==> src/rtl/top.sv <==
// Two-master / two-slave serial write bus driven by push-buttons.
// Each master sends one framed write per press: slave-select bit, address
// MSB first, then data MSB first, followed by a two-cycle acknowledge phase.

module bus_master #(
    parameter int                 DATA_W    = 8,
    parameter int                 ADDR_W    = 4,
    parameter logic [DATA_W-1:0]  DATA_INIT = '0
) (
    input  logic clock,
    input  logic rst,
    input  logic press,
    input  logic sel,
    input  logic gnt,
    input  logic ack,
    output logic req,
    output logic done,
    output logic bus_bit,
    output logic bus_cyc,
    output logic busy
);
    localparam int FRAME_W = 1 + ADDR_W + DATA_W;
    localparam int CNT_W   = $clog2(FRAME_W + 1);

    typedef enum logic [2:0] {IDLE, REQ, ADDR, DATA, ACK} state_t;

    state_t               state;
    logic [CNT_W-1:0]     cnt;
    logic                 tgt;
    logic [ADDR_W-1:0]    addr;
    logic [DATA_W-1:0]    data;
    logic [FRAME_W-1:0]   shreg;

    assign req     = (state == REQ);
    assign bus_cyc = (state == ADDR) || (state == DATA);
    assign bus_bit = shreg[FRAME_W-1];
    assign done    = (state == ACK) && (cnt == CNT_W'(1));

    // Transaction sequencer: request, shift out the frame, wait out the ack phase.
    always_ff @(posedge clock or negedge rst) begin
        if (!rst) begin
            state <= IDLE;
            busy  <= 1'b0;
            cnt   <= '0;
            tgt   <= 1'b0;
            addr  <= '0;
            data  <= DATA_INIT;
            shreg <= '1;
        end else begin
            case (state)
                IDLE: begin
                    if (press) begin
                        state <= REQ;
                        busy  <= 1'b1;
                        tgt   <= sel;
                    end
                end
                REQ: begin
                    if (gnt) begin
                        state <= ADDR;
                        shreg <= {tgt, addr, data};
                        cnt   <= '0;
                    end
                end
                ADDR: begin
                    shreg <= {shreg[FRAME_W-2:0], 1'b1};
                    if (cnt == CNT_W'(ADDR_W)) begin
                        state <= DATA;
                        cnt   <= '0;
                    end else begin
                        cnt <= cnt + CNT_W'(1);
                    end
                end
                DATA: begin
                    shreg <= {shreg[FRAME_W-2:0], 1'b1};
                    if (cnt == CNT_W'(DATA_W - 1)) begin
                        state <= ACK;
                        cnt   <= '0;
                    end else begin
                        cnt <= cnt + CNT_W'(1);
                    end
                end
                ACK: begin
                    if (done) begin
                        state <= IDLE;
                        busy  <= 1'b0;
                        cnt   <= '0;
                        if (ack) begin
                            addr <= addr + ADDR_W'(1);
                            data <= data + DATA_W'(1);
                        end
                    end else begin
                        cnt <= cnt + CNT_W'(1);
                    end
                end
                default: begin
                    state <= IDLE;
                    busy  <= 1'b0;
                end
            endcase
        end
    end
endmodule

module serial_slave #(
    parameter int   DATA_W = 8,
    parameter int   ADDR_W = 4,
    parameter logic SEL    = 1'b0
) (
    input  logic clock,
    input  logic rst,
    input  logic bus_line,
    input  logic bus_cyc,
    output logic ack
);
    localparam int FRAME_W = 1 + ADDR_W + DATA_W;
    localparam int CNT_W   = $clog2(FRAME_W + 1);

    logic [CNT_W-1:0]     cnt;
    logic [FRAME_W-2:0]   shreg;
    logic                 ack_pend;
    logic [DATA_W-1:0]    mem [2**ADDR_W];
    logic [FRAME_W-1:0]   frame;

    assign frame = {shreg, bus_line};

    // Frame receiver and register file; the ack reads back the stored word,
    // whose address/data stay in shreg until the next frame starts.
    always_ff @(posedge clock or negedge rst) begin
        if (!rst) begin
            cnt      <= '0;
            shreg    <= '0;
            ack_pend <= 1'b0;
            ack      <= 1'b0;
            for (int unsigned i = 0; i < 2**ADDR_W; i++) begin
                mem[i] <= '0;
            end
        end else begin
            ack      <= ack_pend && (mem[shreg[DATA_W +: ADDR_W]] == shreg[DATA_W-1:0]);
            ack_pend <= 1'b0;
            if (bus_cyc) begin
                shreg <= frame[FRAME_W-2:0];
                if (cnt == CNT_W'(FRAME_W - 1)) begin
                    cnt <= '0;
                    if (frame[FRAME_W-1] == SEL) begin
                        mem[frame[DATA_W +: ADDR_W]] <= frame[DATA_W-1:0];
                        ack_pend <= 1'b1;
                    end
                end else begin
                    cnt <= cnt + CNT_W'(1);
                end
            end
        end
    end
endmodule

module top #(
    parameter int DATA_W = 8,
    parameter int ADDR_W = 4
) (
    input  logic clock,
    input  logic rst,
    input  logic ena,
    input  logic button1_val,
    input  logic button2_val,
    input  logic button1_sel,
    input  logic button2_sel,
    output logic m1_busy,
    output logic m2_busy
);
    localparam logic [DATA_W-1:0] M2_INIT = {1'b1, {(DATA_W-1){1'b0}}};

    typedef enum logic [1:0] {OWN_NONE, OWN_M1, OWN_M2} owner_t;

    logic [2:0] sync1, sync2;
    logic       press1, press2;
    logic       m1_req, m2_req, m1_done, m2_done;
    logic       m1_bit, m2_bit, m1_cyc, m2_cyc;
    logic       gnt1, gnt2, m1_ack, m2_ack;
    logic       s1_ack, s2_ack;
    logic       bus_line, bus_cyc;
    owner_t     owner;

    // Two-flop synchronizers plus one history flop for falling-edge detection.
    always_ff @(posedge clock or negedge rst) begin
        if (!rst) begin
            sync1 <= '1;
            sync2 <= '1;
        end else begin
            sync1 <= {sync1[1:0], button1_val};
            sync2 <= {sync2[1:0], button2_val};
        end
    end

    assign press1 = ena && sync1[2] && !sync1[1];
    assign press2 = ena && sync2[2] && !sync2[1];

    // A grant is decided and taken on the same edge, so REQ lasts one cycle when free.
    assign gnt1 = (owner == OWN_NONE) && m1_req;
    assign gnt2 = (owner == OWN_NONE) && m2_req && !m1_req;

    // Bus ownership: fixed priority to master 1, held until the owner leaves ACK.
    always_ff @(posedge clock or negedge rst) begin
        if (!rst) begin
            owner <= OWN_NONE;
        end else begin
            case (owner)
                OWN_NONE: begin
                    if (gnt1)      owner <= OWN_M1;
                    else if (gnt2) owner <= OWN_M2;
                end
                OWN_M1:  if (m1_done) owner <= OWN_NONE;
                OWN_M2:  if (m2_done) owner <= OWN_NONE;
                default: owner <= OWN_NONE;
            endcase
        end
    end

    // Shared serial line: owner's bit while framing, otherwise idle high.
    always_comb begin
        bus_cyc  = 1'b0;
        bus_line = 1'b1;
        case (owner)
            OWN_M1: begin
                bus_cyc  = m1_cyc;
                bus_line = m1_cyc ? m1_bit : 1'b1;
            end
            OWN_M2: begin
                bus_cyc  = m2_cyc;
                bus_line = m2_cyc ? m2_bit : 1'b1;
            end
            default: ;
        endcase
    end

    assign m1_ack = (owner == OWN_M1) && (s1_ack || s2_ack);
    assign m2_ack = (owner == OWN_M2) && (s1_ack || s2_ack);

    bus_master #(.DATA_W(DATA_W), .ADDR_W(ADDR_W), .DATA_INIT('0)) u_master1 (
        .clock(clock), .rst(rst), .press(press1), .sel(button1_sel), .gnt(gnt1),
        .ack(m1_ack), .req(m1_req), .done(m1_done), .bus_bit(m1_bit),
        .bus_cyc(m1_cyc), .busy(m1_busy)
    );

    bus_master #(.DATA_W(DATA_W), .ADDR_W(ADDR_W), .DATA_INIT(M2_INIT)) u_master2 (
        .clock(clock), .rst(rst), .press(press2), .sel(button2_sel), .gnt(gnt2),
        .ack(m2_ack), .req(m2_req), .done(m2_done), .bus_bit(m2_bit),
        .bus_cyc(m2_cyc), .busy(m2_busy)
    );

    serial_slave #(.DATA_W(DATA_W), .ADDR_W(ADDR_W), .SEL(1'b0)) u_slave1 (
        .clock(clock), .rst(rst), .bus_line(bus_line), .bus_cyc(bus_cyc), .ack(s1_ack)
    );

    serial_slave #(.DATA_W(DATA_W), .ADDR_W(ADDR_W), .SEL(1'b1)) u_slave2 (
        .clock(clock), .rst(rst), .bus_line(bus_line), .bus_cyc(bus_cyc), .ack(s2_ack)
    );
endmodule

==> config.mk <==
export PLATFORM = sky130hd
export DESIGN_NAME = top
export DESIGN_NICKNAME = d
export VERILOG_FILES = /design/src/rtl/top.sv
export SDC_FILE = /design/constraint.sdc
export NUM_CORES = 1
export LEC_CHECK = 0
export CAP_MARGIN = 20
export CORE_MARGIN = 3
export CORE_UTILIZATION = 45
export CTS_CLUSTER_DIAMETER = 120
export DETAILED_ROUTE_END_ITERATION = 8
export GPL_TIMING_DRIVEN = 0
export PLACE_DENSITY_LB_ADDON = 0.3
export REMOVE_ABC_BUFFERS = 1
export SLEW_MARGIN = 10
export SYNTH_ARGS = -nofsm -noshare
export SYNTH_HDL_FRONTEND = slang
export SYNTH_SLANG_ARGS = --single-unit
==> constraint.sdc <==
create_clock -name clock -period 1.47 [get_ports clock]
set_input_delay 0.294 -clock clock [delete_from_list [all_inputs] [get_ports clock]]
set_output_delay 0.294 -clock clock [all_outputs]
set_load 0.05 [all_outputs]
==> results.md <==
- Static leakage: 0.737 nW
- MaxCap Viol Count: 0
- Setup CP Type: flip-flop to flip-flop
- Met3 routed WL: roughly 120 um
- Arrival time at the worst endpoint: 1.76 ns
- Reg-to-reg critical path startpoint: u_master1.state[0]
- Combinational Power Share: roughly 60%
- Fraction of layout cells with a size suffix above 1: between 40 and 50%
- Later-pin clock latency in the skew report: 0.32 ns
- Power Internal: about 2.3 mW
- CTS tree: yes
- Min cycle time layout: about 1.5 ns
- Routability cong.: around 0.81
- Vias: approximately 1100
- Initial Util: around 50%
- Failing checks: setup timing
- Sequential fraction of design power: about a third
- Die Ht: about 60 um
- Slew @ Worst Pin: 0.595 ns
- CP endpoint kind: flip-flop
- RSZ-0062 raised after global routing: yes
- Clock Path Buffers: 2
- Initial drt markers: a little under 70
- Worst hold path class: primary input to async pin
- DR vias/cell: 5.79
- Power per cell area: around 2200 nW/um2
- Main synth FF type: dfrtp_1
- Setup violators final: 2
- Register bit total from synthesis: 24
- FF-to-FF setup slack: -0.04 ns
- Met2 wire length: between 1.5 and 2 mm
- Grt ovf: 0
- Fillers: 180
- Clock sink count: 24
- Routed wire length: between 3 and 4 mm
- Area of the multi-input gates: ~840 um2
- Ant diodes: 0
- Post-Synth Adder-Cell Area: 5.80%
- Root buffer cell: clkbuf_4
- Dpl ws: -0.284 ns
- Post-synthesis compound-gate area fraction: between 15 and 20%
- Number of routed nets with antenna violations: 0
- Rel. slew slack: around three fifths
- Net Sw Power: between 1.5 and 2 mW
- Max VDD drop: 1750 uV
- Reg2Reg Capture Point: u_master1.cnt[2]
- Largest net degree at the start of global routing: 25
- Clk pin slew, worst setup/hold paths: approximately 0.13 ns
- Largest family of logic cells by synthesized area: simple AND/OR/NAND/NOR gates
- Initial antenna violation count: 0
- Sw frac: a little over two fifths
- Worst setup SP type: flip-flop
- Final period utilization: 102%
- Clock buffer count from CTS: 3
- Drt pass-1 iters: 4
- Synth Area in Simple Gates: 21.3%
- Total power: approximately 4.1 mW
- Avg WL per Cell: 16.1 um
- Hold Buf Count CTS: 0
- I/O Buffers: 6
- Top sig layer: met4
- Boundary pin count: 9
- Yosys synthesis warning count: 0
- WP data required: between 1.5 and 2 ns
- Post-Syn Instances: ~130
- Vias in the first global route: ~960
- Full die area: between 3000 and 4000 um2
- Row count: 18
- Synth cell types: 38
- EDFF count, synth: 0
- Final Max Tran Viols: 0
- Core region area: around 2600 um2
- Status: finished with violations
- Achievable frequency: around 0.66 GHz
- Final net count: about 180
- Worst-path fanout max: 6
- Mux contribution to synthesized area: 2.51%
- Syn Area/Cell: between 9 and 10 um2
- Layout overhead on the synthesized area: 42.4%
- Die Width: 59.6 um
- Gr usage total: about 16%
- DP HPWL: about 1.6 mm
- First-pass GRT wire length: 4.37 mm
- Final-report hold violation count: 0
- Post-synthesis sequential area ratio: between 40% and 50%
- Seq. cell area: 618 um2
- Synth Area in XOR/XNOR: 0%
- CP Launch Point: u_master1.state[0]
- Synth Cell Area: around 1300 um2
- Clock skew: 0.00627 ns
- H-tree levels: 1
- Reg2reg path depth: 5
- Post-synthesis async set-or-reset flop share: 100%
- Met1 Wirelength: around 1.3 mm
- # DRC: 0
- Clk pwr share: under 10%
- Final worst setup slack: -0.0363 ns
-- Yosys cell counts (2+ instances only) --
cell | instances | share of area, %
nor3b_1 | 3 | 1.7
nand3b_1 | 3 | 1.7
nor2_1 | 13 | 3.8
nand3_1 | 5 | 1.9
nor4bb_1 | 2 | 1.5
o21ai_0 | 7 | 2.7
ha_1 | 6 | 5.8
o21ai_1 | 3 | 1.2
mux2_2 | 2 | 1.7
inv_1 | 8 | 2.3
a31oi_1 | 3 | 1.4
nor3_1 | 3 | 1.2
a21oi_1 | 10 | 3.9
dfrtp_1 | 18 | 35
buf_2 | 2 | 0.77
a211oi_1 | 2 | 1.2
nor2b_1 | 3 | 1.4
nand2_1 | 8 | 2.3
or3b_4 | 3 | 2.6
nand2b_1 | 3 | 1.4
o22ai_1 | 4 | 1.9
dfstp_2 | 6 | 12
-- power groups by stage --
stage | Clock (mW) | Combinational [mW] | Sequential (mW)
6_report | 0.356 | 2.46 | 1.30
5_1_grt | 0.392 | 2.70 | 1.33
4_1_cts | 0.363 | 1.69 | 1.24
3_5_place_dp | 0 | 1.32 | 1.26
3_3_place_gp | 0 | 1.27 | 1.24
2_1_floorplan | 0 | 0.967 | 1.26
-- registers in the layout, indices dropped and copies added (netlist names), 2 cells and up --
register / cells
owner: 2
u_master2.state: 3
sync1: 3
u_master2.cnt: 4
sync2: 3
u_master1.state: 3
u_master1.cnt: 4
-- worst max-delay path by stage --
stage	end	slack (ns)	cells past startpoint
6_report	u_master1.cnt[2]	-0.04	5
5_1_grt	u_master1.cnt[2]	-0.10	5
4_1_cts	u_master2.state[0]	-0.01	6
3_5_place_dp	u_master1.cnt[3]	-0.28	6
3_3_place_gp	u_master2.cnt[1]	-0.29	6
2_1_floorplan	u_master2.cnt[1]	-0.01	6
-- cells by family after synthesis --
logic type / count (synthesis)
simple gates: 49
flops: 24
mux: 3
compound gates: 38
fa+ha+maj: 6
buf+inv: 13
-- layout make-up --
| cell class | count | share of cell area [%] |
|---|---|---|
| Tap cell | 30 | 2.04 |
| Multi-Input combinational cell | 96 | 45.8 |
| Clock buffer | 4 | 1.97 |
| Timing Repair Buffer | 31 | 15.1 |
| Inverter | 8 | 1.63 |
| Sequential cell | 24 | 33.5 |
-- through the flow --
stage	utilization [%]	area [um2]	hold slack (ns)	setup TNS, ns	std cells
finish	70.6	1840	0.327	-0.0429	193
global route	70.6	1840	0.348	-0.523	193
CTS	59.1	1540	0.365	-0.0145	177
detailed placement	52.0	1360	0.348	-4.77	164
global placement	52.0	1360	0.346	-4.29	164
floorplan	-	1260	-0.00159	-0.0325	128
-- what timing repair did --
item	in CTS	in global routing
gates resized for setup	27	37
pin swaps	4	15
buffers inserted	9	15
endpoints found under the setup margin	17	12
endpoints found under the hold margin	0	0
-- layout by cell type, fill, tap and decap left out, types with 2 or more instances in the layout --
master	instances
buf_4	21
nor2_1	10
dfrtp_1	10
nand2_1	8
dfrtp_2	8
a21oi_1	7
dfstp_2	6
inv_1	5
o21ai_1	5
nand3_1	4
o22ai_1	4
ha_4	4
clkdlybuf4s50_1	4
inv_2	3
or3b_4	3
nand2b_1	3
nor3_1	3
o21ai_0	3
nand3b_1	3
clkbuf_4	3
nor3b_4	2
nor2b_1	2
nor2_2	2
nor2_4	2
mux2_4	2
a211oi_1	2
nor4bb_4	2
a21oi_2	2
a31oi_1	2
ha_2	2
clkdlybuf4s15_2	2
buf_6	2
-- layer usage --
| metal | vias to the layer above | track usage [%] |
|---|---|---|
| met4 | 0 | 5.38 |
| met2 | 29 | 26.2 |
| met5 | - | 0 |
| li1 | 542 | - |
| met3 | 11 | 3.92 |
| met1 | 535 | 21.5 |
-- critical path, stage by stage, from the launching register on --
cell	delay, ns
dfrtp_2	0.47
buf_12	0.15
or3b_4	0.40
nor2_4	0.15
o21bai_1	0.08
a31oi_1	0.19
Power figures use the tool's default switching activity.
